## config.mk

```make
export PLATFORM = sky130hd
export DESIGN_NAME = ram_fifo_ctrl
export DESIGN_NICKNAME = d
export VERILOG_FILES = /design/src/rtl/ram_fifo_pkg.sv /design/src/rtl/ram_fifo_ctrl.sv
export SDC_FILE = /design/constraint.sdc
export NUM_CORES = 1
export LEC_CHECK = 0
export ABC_AREA = 1
export CAP_MARGIN = 20
export CORE_MARGIN = 3
export CORE_UTILIZATION = 51
export CTS_BUF_LIST = sky130_fd_sc_hd__clkbuf_16
export DETAILED_ROUTE_END_ITERATION = 6
export GPL_TIMING_DRIVEN = 0
export PLACE_DENSITY = 0.95
export SLEW_MARGIN = 30
export SYNTH_ARGS = -nofsm -noshare
export SYNTH_HDL_FRONTEND = slang
export SYNTH_SLANG_ARGS = --single-unit
```

## constraint.sdc

```tcl
create_clock -name clk -period 7.2 [get_ports clk]
set_input_delay 2.16 -clock clk [delete_from_list [all_inputs] [get_ports clk]]
set_output_delay 2.16 -clock clk [all_outputs]
set_load 0.01 [all_outputs]
```

## src/rtl/ram_fifo_pkg.sv

```systemverilog
// Shared types and helpers for the RAM-backed FIFO controller.
package ram_fifo_pkg;

    typedef enum logic {
        RD_IDLE = 1'b0,
        RD_WAIT = 1'b1
    } rd_state_t;

    function automatic int depth(input int addr_width);
        return 1 << addr_width;
    endfunction

endpackage

```

## src/rtl/ram_fifo_ctrl.sv

```systemverilog
// Turns an external single-port synchronous RAM (1-cycle read latency) into a
// FIFO with a registered head word; one RAM access per cycle, reads first.
module ram_fifo_ctrl
    import ram_fifo_pkg::*;
#(
    parameter int DATA_WIDTH = 8,
    parameter int ADDR_WIDTH = 8
) (
    input  logic                  clk,
    input  logic                  rst,
    input  logic                  in_valid,
    output logic                  in_ready,
    input  logic [DATA_WIDTH-1:0] in_data,
    output logic                  out_valid,
    input  logic                  out_ready,
    output logic [DATA_WIDTH-1:0] out_data,
    output logic [ADDR_WIDTH-1:0] ram_addr,
    output logic                  ram_we,
    output logic [DATA_WIDTH-1:0] ram_data,
    input  logic [DATA_WIDTH-1:0] ram_q,
    output logic [ADDR_WIDTH:0]   count,
    output logic                  full,
    output logic                  empty
);

    // Handshake rule on both sides: a word moves on a rising edge exactly when
    // valid && ready are both high in the preceding cycle; valid never waits on ready.

    localparam int                DEPTH   = depth(ADDR_WIDTH);
    localparam logic [ADDR_WIDTH:0] DEPTH_C = (ADDR_WIDTH+1)'(DEPTH);
    localparam logic [ADDR_WIDTH:0] CNT_ONE = (ADDR_WIDTH+1)'(1);
    localparam logic [ADDR_WIDTH-1:0] PTR_ONE = ADDR_WIDTH'(1);

    rd_state_t             state;
    rd_state_t             state_next;
    logic [ADDR_WIDTH-1:0] wr_ptr;
    logic [ADDR_WIDTH-1:0] rd_ptr;
    logic                  fetch;
    logic                  push;

    assign full  = (count == DEPTH_C);
    assign empty = (count == '0) && !out_valid && (state == RD_IDLE);

    always_comb begin
        state_next = state;
        fetch      = 1'b0;
        if (!rst && state == RD_IDLE && count != '0 && (!out_valid || out_ready)) begin
            fetch = 1'b1;
        end
        case (state)
            RD_IDLE: if (fetch) state_next = RD_WAIT;
            RD_WAIT: state_next = RD_IDLE;
            default: state_next = RD_IDLE;
        endcase
    end

    // A fetch steals the RAM port, so a push in the same cycle must wait.
    assign in_ready = !rst && !full && !fetch;
    assign push     = in_valid && in_ready;
    assign ram_addr = fetch ? rd_ptr : wr_ptr;
    assign ram_we   = push;
    assign ram_data = in_data;

    always_ff @(posedge clk) begin
        if (rst) begin
            state     <= RD_IDLE;
            wr_ptr    <= '0;
            rd_ptr    <= '0;
            count     <= '0;
            out_valid <= 1'b0;
            out_data  <= '0;
        end else begin
            state <= state_next;
            if (push) begin
                wr_ptr <= wr_ptr + PTR_ONE;
                count  <= count + CNT_ONE;
            end else if (fetch) begin
                rd_ptr <= rd_ptr + PTR_ONE;
                count  <= count - CNT_ONE;
            end
            // out_valid is always 0 in RD_WAIT, so a load never meets a pop.
            if (state == RD_WAIT) begin
                out_data  <= ram_q;
                out_valid <= 1'b1;
            end else if (out_valid && out_ready) begin
                out_valid <= 1'b0;
            end
        end
    end

endmodule

```

After elaboration in Yosys (flattened, before gate mapping)
Cells that the tools add are included.
Word-level totals
  input port bits: 20
  output and inout bits: 38
  flip-flop bits (word level): 35
  logic and storage cells: 40
Operators by class
  equality and inequality tests: 1
  reductions and logical operators: 19
  $add $sub $neg: 4
  mux-type cells: 8
  bitwise gates (word level): 2
Operators by type and width (number)
  2-to-1 mux 9 bit: 2
  adder 8 x 1 -> 8 bit (second input constant): 2
  adder 9 x 1 -> 9 bit (second input constant): 1
  equality test 9 bit (second input constant): 1
  logical AND 1 bit: 9
  logical NOT 9 bit: 1
  nonzero test 9 bit: 1
  subtractor 9 x 1 -> 9 bit (second input constant): 1
  2-to-1 mux 8 bit: 1
  logical NOT 1 bit: 4
  2-to-1 mux 1 bit: 4
  nonzero test 2 bit: 2
  NOT 1 bit: 2
  case mux 1 bit (2 select lines): 1
  AND reduction 2 bit: 1
  logical OR 1 bit: 1

Longest topological paths before layout
  word-level depth: 10
  depth in mapped cells: 17
  depth with buffers taken out: 16

Least setup slack after synthesis
OpenSTA, ideal clock, no wires.
  path type: input port to output port
  start: input rst
  end: output ram_addr[1]
  setup slack: 2.010 ns
  buffers on the path: 2
  cell stages on the path: 5
  required time: 5.040 ns
  arrival: 3.030 ns
  cell sequence: buf_2 nor2_4 nand2_4 clkbuf_1 o21ai_0
On the way
  cells in the longest elaborated chain, start to end: 6
RTL lines
  start: declaration: RTL line ram_fifo_ctrl.sv:10  | input logic rst,
  logical NOT 1 bit: RTL line ram_fifo_ctrl.sv:47  | if (!rst && state == RD_IDLE && count != '0 && (!out_valid || out_ready)) begin
  logical AND 1 bit (3 in a row): RTL line ram_fifo_ctrl.sv:47
  2-to-1 mux 1 bit: RTL line ram_fifo_ctrl.sv:47
  2-to-1 mux 8 bit: RTL line ram_fifo_ctrl.sv:60  | assign ram_addr = fetch ? rd_ptr : wr_ptr;
  end: declaration: RTL line ram_fifo_ctrl.sv:17  | output logic [ADDR_WIDTH-1:0] ram_addr,
No other way between the ends.

Worst setup path after layout
  start: input out_ready
  end: output ram_addr[5]
On the way
  cells in the longest elaborated chain, start to end: 4
RTL lines
  start: declaration: RTL line ram_fifo_ctrl.sv:15  | input logic out_ready,
  logical OR 1 bit: RTL line ram_fifo_ctrl.sv:47
  logical AND 1 bit: RTL line ram_fifo_ctrl.sv:47
  2-to-1 mux 1 bit: RTL line ram_fifo_ctrl.sv:47
  2-to-1 mux 8 bit: RTL line ram_fifo_ctrl.sv:60
No other way between the ends.

==> run metrics <==
status=finished clean; Final GP Congestion=0.936; fmax=160 MHz; synth warn=0; CTS tree=built; RSZ-0062 raised after global routing=no; Adder-Cell Fraction of Synth Area=6.50%; min Tclk post-route=6260 ps; DIE AREA=0.00479 mm²; Pins Over Slew Limit=0; Max VDD drop=0.000304 V; total grt overflow=0; post-synthesis mux area share=0%; cts bufs inserted=5; postcts setup bufs=0; vias in the first global route=2007; antenna violations before repair=0; Clock Path Buffers=2; final setup vio count=0; Netlist cell types=30; Worst Skew=1.61 ps; Area growth syn-to-layout=35.8%; #FFs+latches synth=35; layout cell share with drive strength beyond 1=10.4%; wire length per cell=13.5 µm; worst skew pair latency=280 ps; Tcrit/Tclk final=86.9%; Post-Synth XOR/XNOR Area=5.15%; # diodes=0; Post-Syn Nets=320; DRC errors left=0; worst-path maximum fanout=10; core area=0.00374 mm²; number of max-cap violations=0; P_leak=1.18 nW; largest family of logic cells by synthesized area=simple AND/OR/NAND/NOR gates; worst path arrival time=4100 ps; die height=69.2 µm; Hold Path Depth=2; CTS resizes=0; initial core utilization=54.5%; HPWL after DPL=3800 µm; total power=1.17 mW; Reg2Reg Depth=16; Reg2Reg Setup Slack=4280 ps; Syn Area/Cell=7.03 µm²; R2R Path End=count[6]; Worst Setup SP=out_ready; first-pass GRT wire length=8730 µm; die span in x=69.2 µm; Antenna Violating Nets Remaining=0; Setup crit end kind=output pin; worst r2r src=state; Worst Setup Start Kind=primary input; complex-gate fraction of the synthesized area=13.3%; Hold Vio Cnt, Final=0; Worst Setup EP=ram_addr[5]; DRT Pass-1 Iters=6; via-per-instance ratio=5.22; CTS Sinks=35; post-synthesis sequential area ratio=34.4%; synthesized cell area=0.00204 mm²; post-cts hold buffer count=0; via count=2055; Worst Setup Path Type=in -> out; Slew @ Worst Pin=561 ps; HP Class=reg -> reg; Post-Route WL=5310 µm; root buf cell=clkbuf_16; 1st-iter DRT viols=151; gr usage total=22.0%; power per cell area=422 mW/mm²; Simple-Gate Fraction of Synth Area=29.6%; Worst Path Required=5040 ps; Fin Setup TNS=0 ps; largest net degree at the start of global routing=17; I/O pins=58; Mapped Cells=290; Final Util=74.0%; Max-slew headroom=62.6%; Clock Pin Slew Worst Setup and Hold Paths=50 ps; worst hold slack=489 ps; nets=375; H-tree depth=2; port bufs=48; row count=22
power by group:
| part | internal, mW | switching (mW) | leakage [nW] | total, mW |
|---|---|---|---|---|
| registers | 0.244 | 0.0416 | 0.287 | 0.286 |
| logic | 0.261 | 0.348 | 0.797 | 0.608 |
| clock network | 0.197 | 0.0788 | 0.0952 | 0.276 |
cells in the mapped netlist:
master | count | area [µm²]
inv_1 | 28 | 105
o21bai_1 | 1 | 7.51
dfxtp_1 | 35 | 701
fa_1 | 1 | 20.0
xor2_1 | 9 | 78.8
inv_2 | 1 | 3.75
nand2_4 | 2 | 22.5
o21ai_1 | 4 | 20.0
nor2_4 | 2 | 22.5
a21oi_2 | 3 | 26.3
buf_2 | 2 | 10.0
nand2_2 | 5 | 31.3
xnor2_1 | 3 | 26.3
clkinv_1 | 1 | 3.75
buf_4 | 10 | 75.1
o21ai_2 | 1 | 8.76
nand3_1 | 12 | 60.1
a21oi_1 | 19 | 95.1
nand2_1 | 64 | 240
nor2_1 | 38 | 143
nor3b_1 | 1 | 7.51
buf_6 | 1 | 11.3
o21a_1 | 1 | 7.51
ha_1 | 9 | 113
nor3_1 | 7 | 35.0
inv_4 | 1 | 6.26
o21ai_0 | 21 | 105
clkbuf_1 | 3 | 11.3
nand3_4 | 1 | 17.5
nand4_1 | 4 | 25.0
state kept, by name, summed over array words and instances, names as in the netlist:
register and flops:
out_data 8, rd_ptr 8, state 1, out_valid 1, wr_ptr 8, count 9
stage by stage:
step | setup slack [ps] | area, µm² | instances
floorplan | 2010 | 2040 | 290
global placement | 1030 | 2580 | 386
detailed placement | 953 | 2580 | 386
CTS | 927 | 2770 | 394
global route | 808 | 2770 | 394
finish | 943 | 2770 | 394
logic make-up after synthesis:
logic type                 after synthesis
and+or+nand+nor                        136
AOI/OAI and AO/OA                       50
buffers and inverters                   47
DFF                                     35
xor gates and xnor gates                12
adders and majority gates               10
layout make-up:
class / instances / area [µm²]
Multi-Input combinational cell: 208 / 1110
Fill cell: 310 / 975
Sequential cell: 35 / 701
Timing Repair Buffer: 48 / 480
Clock buffer: 5 / 125
Inverter: 31 / 119
Buffer: 16 / 108
Clock inverter: 3 / 63.8
Tap cell: 48 / 60.1
cell usage in the layout, fill, tap and decap left out, types with 2 or more instances in the layout:
| cell | n |
|---|---|
| a21oi_1 | 19 |
| a21oi_2 | 3 |
| buf_2 | 2 |
| buf_4 | 10 |
| bufinv_16 | 2 |
| clkbuf_1 | 3 |
| clkbuf_16 | 5 |
| clkdlybuf4s50_1 | 48 |
| dfxtp_1 | 35 |
| ha_1 | 9 |
| inv_1 | 29 |
| nand2_1 | 64 |
| nand2_2 | 5 |
| nand2_4 | 2 |
| nand3_1 | 12 |
| nand4_1 | 4 |
| nor2_1 | 38 |
| nor2_4 | 2 |
| nor3_1 | 7 |
| o21ai_0 | 21 |
| o21ai_1 | 4 |
| xnor2_1 | 3 |
| xor2_1 | 9 |
worst max-delay path, cell delays in order:
cell and delay, ps:
clkdlybuf4s50_1 420, o21ai_2 230, nor2_4 60, nand2_4 140
clkbuf_1 320, nand2_1 80, o21ai_0 100, clkdlybuf4s50_1 570
routing by layer:
| metal | global-route usage (%) | share of wire, % |
|---|---|---|
| met5 | 0 | 0 |
| met4 | 8.46 | 2.3 |
| met3 | 5.51 | 6.0 |
| met2 | 39.0 | 51 |
| met1 | 25.2 | 41 |
worst min-delay path by stage:
stage / from / to / slack (ps)
final: rd_ptr[7] / rd_ptr[7] / 490
after CTS: rd_ptr[1] / rd_ptr[1] / 500
after floorplan: rd_ptr[7] / rd_ptr[7] / 440
after global routing: rd_ptr[7] / rd_ptr[7] / 510
after detailed placement: rd_ptr[1] / rd_ptr[1] / 480
after global placement: rd_ptr[7] / rd_ptr[7] / 460
(Power assumes the default switching activity.)
